`config.mk`:
```
export PLATFORM = sky130hd
export DESIGN_NAME = div_arb
export DESIGN_NICKNAME = d
export VERILOG_FILES = /design/src/rtl/div_pkg.sv /design/src/rtl/div_arb_rr_pick.sv /design/src/rtl/div_arb.sv
export SDC_FILE = /design/constraint.sdc
export NUM_CORES = 1
export LEC_CHECK = 0
export CAP_MARGIN = 25
export CORE_MARGIN = 10
export CORE_UTILIZATION = 39
export DETAILED_ROUTE_END_ITERATION = 8
export PLACE_DENSITY = 0.82
export SLEW_MARGIN = 20
export SYNTH_ARGS = -nofsm -noshare
export SYNTH_HDL_FRONTEND = slang
export SYNTH_SLANG_ARGS = --single-unit
```
`constraint.sdc`:
```
create_clock -name clk -period 4.7 [get_ports clk]
set_input_delay 0.94 -clock clk [delete_from_list [all_inputs] [get_ports clk]]
set_output_delay 0.94 -clock clk [all_outputs]
set_load 0.05 [all_outputs]
```
`src/rtl/div_pkg.sv`:
```
// Shared widths, latency and FSM encoding for the divider arbiter.
// Imported by div_arb and its picker.
package div_pkg;
    localparam int DVD_W   = 25;
    localparam int DVS_W   = 7;
    localparam int RES_W   = 50;
    localparam int DIV_LAT = 26;
    localparam logic [DVD_W-1:0] DZ_QUOT = 25'h1FFFFFF;

    typedef enum logic [1:0] {
        IDLE,
        ISSUE,
        WAIT,
        RESP
    } state_t;
endpackage

```
`src/rtl/div_arb_rr_pick.sv`:
```
// Rotate-priority picker: first asserted request at or above ptr,
// wrapping modulo NREQ; one-hot grant plus its index.
module rr_pick #(
    parameter int NREQ = 4,
    parameter int IDW  = $clog2(NREQ)
) (
    input  logic [NREQ-1:0] req,
    input  logic [IDW-1:0]  ptr,
    output logic [NREQ-1:0] gnt,
    output logic [IDW-1:0]  gnt_id
);
    int   idx;
    logic found;

    always_comb begin
        gnt    = '0;
        gnt_id = '0;
        found  = 1'b0;
        idx    = 0;
        for (int k = 0; k < NREQ; k++) begin
            idx = int'(ptr) + k;
            if (idx >= NREQ) begin
                idx = idx - NREQ;
            end
            if (!found && req[idx]) begin
                found    = 1'b1;
                gnt[idx] = 1'b1;
                gnt_id   = IDW'(idx);
            end
        end
    end
endmodule

```
`src/rtl/div_arb.sv`:
```
// Round-robin front end sharing one fixed-latency divider among NREQ
// requesters; zero divisors are answered locally.
module div_arb
    import div_pkg::*;
#(
    parameter int NREQ    = 4,
    parameter int DIV_LAT = div_pkg::DIV_LAT
) (
    input  logic                     clk,
    input  logic                     rst,
    input  logic [NREQ-1:0]          req_valid,
    output logic [NREQ-1:0]          req_ready,
    input  logic [NREQ*DVD_W-1:0]    req_dividend,
    input  logic [NREQ*DVS_W-1:0]    req_divisor,
    output logic                     div_en_p,
    output logic [DVD_W-1:0]         div_dividend,
    output logic [DVS_W-1:0]         div_divisor,
    input  logic [RES_W-1:0]         div_result,
    output logic                     rsp_valid,
    input  logic                     rsp_ready,
    output logic [$clog2(NREQ)-1:0]  rsp_id,
    output logic [DVD_W-1:0]         rsp_quot,
    output logic [DVS_W-1:0]         rsp_rem,
    output logic                     rsp_dz
);
    localparam int IDW = $clog2(NREQ);
    localparam int CW  = $clog2(DIV_LAT + 1);

    state_t           state;
    state_t           state_n;
    logic [IDW-1:0]   rr_ptr;
    logic [CW-1:0]    cnt;
    logic [NREQ-1:0]  gnt;
    logic [IDW-1:0]   gnt_id;
    logic [DVD_W-1:0] sel_dvd;
    logic [DVS_W-1:0] sel_dvs;
    logic             accept;
    logic             unused_hi;

    // Remainder never exceeds the 7-bit divisor, so the top bits are zero.
    assign unused_hi = ^div_result[RES_W-1:DVD_W+DVS_W];

    rr_pick #(
        .NREQ (NREQ),
        .IDW  (IDW)
    ) u_pick (
        .req    (req_valid),
        .ptr    (rr_ptr),
        .gnt    (gnt),
        .gnt_id (gnt_id)
    );

    always_comb begin
        sel_dvd = '0;
        sel_dvs = '0;
        for (int i = 0; i < NREQ; i++) begin
            if (gnt[i]) begin
                sel_dvd = req_dividend[DVD_W*i +: DVD_W];
                sel_dvs = req_divisor[DVS_W*i +: DVS_W];
            end
        end
    end

    assign accept    = (state == IDLE) && (|gnt);
    assign req_ready = (state == IDLE) ? gnt : '0;
    assign div_en_p  = (state == ISSUE);
    assign rsp_valid = (state == RESP);

    always_comb begin
        state_n = state;
        unique case (state)
            IDLE: begin
                if (accept) begin
                    state_n = (sel_dvs == '0) ? RESP : ISSUE;
                end
            end
            ISSUE: state_n = WAIT;
            WAIT: begin
                if (cnt == '0) begin
                    state_n = RESP;
                end
            end
            RESP: begin
                if (rsp_ready) begin
                    state_n = IDLE;
                end
            end
            default: state_n = IDLE;
        endcase
    end

    always_ff @(posedge clk) begin
        if (rst) begin
            state        <= IDLE;
            rr_ptr       <= '0;
            cnt          <= '0;
            div_dividend <= '0;
            div_divisor  <= '0;
            rsp_id       <= '0;
            rsp_quot     <= '0;
            rsp_rem      <= '0;
            rsp_dz       <= 1'b0;
        end else begin
            state <= state_n;
            unique case (state)
                IDLE: begin
                    if (accept) begin
                        rr_ptr <= (gnt_id == IDW'(NREQ - 1))
                                ? '0 : gnt_id + 1'b1;
                        div_dividend <= sel_dvd;
                        div_divisor  <= sel_dvs;
                        rsp_id       <= gnt_id;
                        if (sel_dvs == '0) begin
                            rsp_quot <= DZ_QUOT;
                            rsp_rem  <= '0;
                            rsp_dz   <= 1'b1;
                        end
                    end
                end
                ISSUE: cnt <= CW'(DIV_LAT);
                WAIT: begin
                    if (cnt == '0) begin
                        rsp_quot <= div_result[DVD_W-1:0];
                        rsp_rem  <= div_result[DVD_W +: DVS_W];
                        rsp_dz   <= 1'b0;
                    end else begin
                        cnt <= cnt - 1'b1;
                    end
                end
                default: ;
            endcase
        end
    end
endmodule

```
==> impl_summary.md <==
Detailed routing
For this run, the detailed router's first-pass iteration total came to 4. After detailed routing, the number of remaining DRC violations is 0. The count of nets left with antenna violations after detail routing is 0.

The routed layout has 5,170 vias. Dividing the detail-routed wire length by the instance count gives 19.6 um. Dividing the detail-routed via count by the number of cells gives 5.67. Summed over all layers, the routed wires come to 17,900 um. After the first detailed-routing iteration, the DRC count stood at 245.

Logic synthesis
The number of library cell types mapped by synthesis is 61. The synthesized design spends more area on one cell type than any other, namely sky130_fd_sc_hd__dfxtp_1. The number of warnings reported in the yosys synthesis log is 0. The prevailing post-synth register cell is sky130_fd_sc_hd__dfxtp_1. The mean instance size in the synthesized netlist is 8.57 um^2. The synthesized net count is 731. The share of Yosys cell area claimed by the top area cell type is 0.333. By count the netlist is led by 77 x sky130_fd_sc_hd__nor2_1, 76 x sky130_fd_sc_hd__dfxtp_1, 64 x sky130_fd_sc_hd__a211oi_1. The number of standard cells after synthesis is 533. The cell area that synthesis handed to floorplanning was 0.00457 mm^2. In the post-synthesis netlist, the biggest area contributors are sky130_fd_sc_hd__dfxtp_1 33%, sky130_fd_sc_hd__a211oi_1 11%, sky130_fd_sc_hd__nor2_1 6.3%, sky130_fd_sc_hd__o221a_1 6.2%, sky130_fd_sc_hd__a21oi_1 4.9%.

By instance count, the leading cell after synthesis is sky130_fd_sc_hd__nor2_1. The share of async-settable or async-resettable flops after synthesis is 0. The synthesized design contains 0 enable-type register cells. The number of synthesized register bits is 76. The share of the Yosys chip area taken by registers is 0.333.

Clock network
TritonCTS built the clock tree. The CTS buffer count is 9. The clock-pin slew reported for the worst setup and hold paths after clock tree synthesis is 0.06 ns. The clock latency on the worst-skew pair is 0.33 ns.

The depth of the CTS H-tree is 3. The longest clock path from root to sink contains 2 buffers. The number of buffers inserted to repair setup after CTS is 0. For this design, the sink count on the clock tree is 76. The buffer cell driving the clock tree root is sky130_fd_sc_hd__clkbuf_16.

Critical path
The critical path data arrival time is 3.50 ns. STA classifies the critical path endpoint as a primary output. Of all nets on the critical path, the largest fanout is 24. Among the stages of the critical path, the cell type that occurs most often is sky130_fd_sc_hd__buf_4. The worst setup path is launched from an input port.

At the worst endpoint, the required time is 3.76 ns. The critical path goes through clkdlybuf4s50_1, mux2_1, mux2i_2, buf_4, mux2i_1, a21oi_1, a21o_2, buf_4, and2_1, buf_12. The delay of the slowest critical-path stage is 0.53 ns. The slowest library cell on the worst path is sky130_fd_sc_hd__clkdlybuf4s50_1. The worst setup path is of the in2out kind.

Global routing
Across every metal layer, demand over resource in global routing totals 0.204. Entering global routing, the biggest net connects 53 pins. The first global-routing pass estimated 27,500 um of wire. The total global routing overflow is 0. The via count of the first global-routing pass is 5,332. The initial antenna violation count came to 0.

Pwr
For this design the ratio of total power to cell area is 680 mW/mm^2. The worst ir drop on vdd is 0.428 mV. The total leakage power is 2.84 nW.

Layout
The proportion of layout cells with a drive suffix above 1 is 0.100. The area growth from synthesis to layout is 65.1%. The repair_antennas step left the layout with diodes totalling 0. After filler insertion, the fill cell instance count of the layout stands at 957. The net total in the final layout is 962.

Die
The number of placement rows is 39. The overall die height is 128 um. The number of top-level pins is 258. The total die area is 0.0164 mm^2. In this run the standard cell core region covers 0.0114 mm^2. The effective utilization at floorplan is 0.400. The horizontal extent of the die is 128 um.

Run
Across the run, the number of max-cap violations was 0.

Timing
Timing would allow up to 225 MHz. The tightest slew margin relative to the limit is 0.395. The final hold violation count is 0. For the pin with the worst max-slew slack, the measured transition is 0.906 ns. Final hold analysis gives a worst-case slack of 0.477 ns.

The clock period minus final worst setup slack is 4.44 ns. On the final layout, the worst clock skew is 0.00726 ns. Of the available clock period, the critical path in the final layout requires 0.944. Setup total negative slack on the finished layout was measured at 0 ns. The final-report max-slew violation count was 0. Setup violations remaining at the end of the flow were counted as 0. Setup repair after global routing left no endpoint under its margin.

Place
The number of buffer cells added on primary ports is 239. The global placer's final weighted congestion is 0.930. Summed over all nets, the half-perimeter wirelength after detailed placement is 14,200 um.

Worst hold path
The worst hold-check path type is reg2reg.

Outcome
The flow ran to the end, and the final reports show no timing, DRC or antenna violations.
[worst max-delay path: cells and delay by family]
kind | cells | cell delay, ns
compound gates | 2 | 0.45
buf+inv | 4 | 1.15
mux | 3 | 0.73
simple gates | 1 | 0.22
[layout by cell type (no fill, tap or decap), types with 9 or more instances in the layout]
| cell type | Yosys | layout |
|---|---|---|
| sky130_fd_sc_hd__a211oi_1 | 64 | 64 |
| sky130_fd_sc_hd__a22oi_1 | 29 | 29 |
| sky130_fd_sc_hd__dfxtp_1 | 76 | 76 |
| sky130_fd_sc_hd__nor2_1 | 77 | 77 |
| sky130_fd_sc_hd__o221a_1 | 25 | 25 |
| sky130_fd_sc_hd__buf_4 | 5 | 31 |
| sky130_fd_sc_hd__clkbuf_16 | 0 | 9 |
| sky130_fd_sc_hd__inv_1 | 21 | 21 |
| sky130_fd_sc_hd__a21oi_1 | 45 | 45 |
| sky130_fd_sc_hd__nand2_1 | 22 | 22 |
| sky130_fd_sc_hd__ha_1 | 13 | 13 |
| sky130_fd_sc_hd__clkdlybuf4s50_1 | 0 | 234 |
[per-layer routing]
metal  track usage  share of wire  up-vias
li1              -              -     2487
met1         0.228           0.40     2421
met2         0.343           0.48      225
met3        0.0740          0.093       37
met4        0.0848          0.033        0
met5             0              0        -
[timing repair]
item | CTS | global route
endpoints found under the setup margin | 0 | 1
resized for setup | 0 | 1
hold buffers | 0 | 0
[path summary, 6_finish.rpt]
| kind | to | start | slack, ns | cells after the start |
|---|---|---|---|---|
| max | req_ready[3] | req_valid[3] | 0.26 | 10 |
| min | rsp_rem[5] | rsp_rem[5] | 0.48 | 2 |
| max reg2reg | rsp_quot[12] | register | 0.55 | 16 |
| min reg2reg | rsp_rem[5] | rsp_rem[5] | 0.48 | 2 |
[registers in the layout, summed over array words and instances, names as in the netlist, named ones only]
register	flops
rsp_dz	1
rsp_rem	7
cnt	5
rr_ptr	1
rsp_quot	25
rsp_id	2
state	2
div_divisor	7
div_dividend	25
[power by group]
group          leakage, nW  switching [W]  internal, W
Sequential           0.624       0.000108     0.000845
Combinational         2.06        0.00208      0.00135
Clock                0.157       0.000274     0.000466
Total                 2.84        0.00247      0.00266
[logic make-up (layout without fill, tap and decap cells)]
logic type      count (synthesis)  after routing  share of synthesized area
compound gates                218            218                      0.382
simple gates                  142            142                      0.150
flops                          76             76                      0.333
buf+inv                        72            308                     0.0691
fa+ha+maj                      13             13                     0.0356
mux                             9              9                     0.0241
xor+xnor                        3              3                    0.00576
[layout make-up]
cell class              instances  area [um^2]  share of cell area
multi-input cells             385         2760               0.366
clock inverters                 6         87.6              0.0116
clock buffers                  10          229              0.0304
repair buffers                271         2680               0.356
flip-flops and latches         76         1520               0.202
inverters                      21         78.8              0.0105
well taps                     143          179              0.0237
[metrics by stage]
step | area, um^2 | setup slack (ns) | power [W] | utilization | instances
final | 7540 | 0.262 | 0.00512 | 0.660 | 912
after CTS | 7530 | 0.219 | 0.00515 | 0.660 | 912
after floorplan | 4570 | 0.377 | 0.00327 | - | 533
after detailed placement | 7220 | 0.0233 | 0.00439 | 0.632 | 896
after global placement | 7220 | 0.142 | 0.00430 | 0.632 | 896
after global routing | 7540 | 0.0384 | 0.00548 | 0.660 | 912
(Power assumes the default switching activity.)
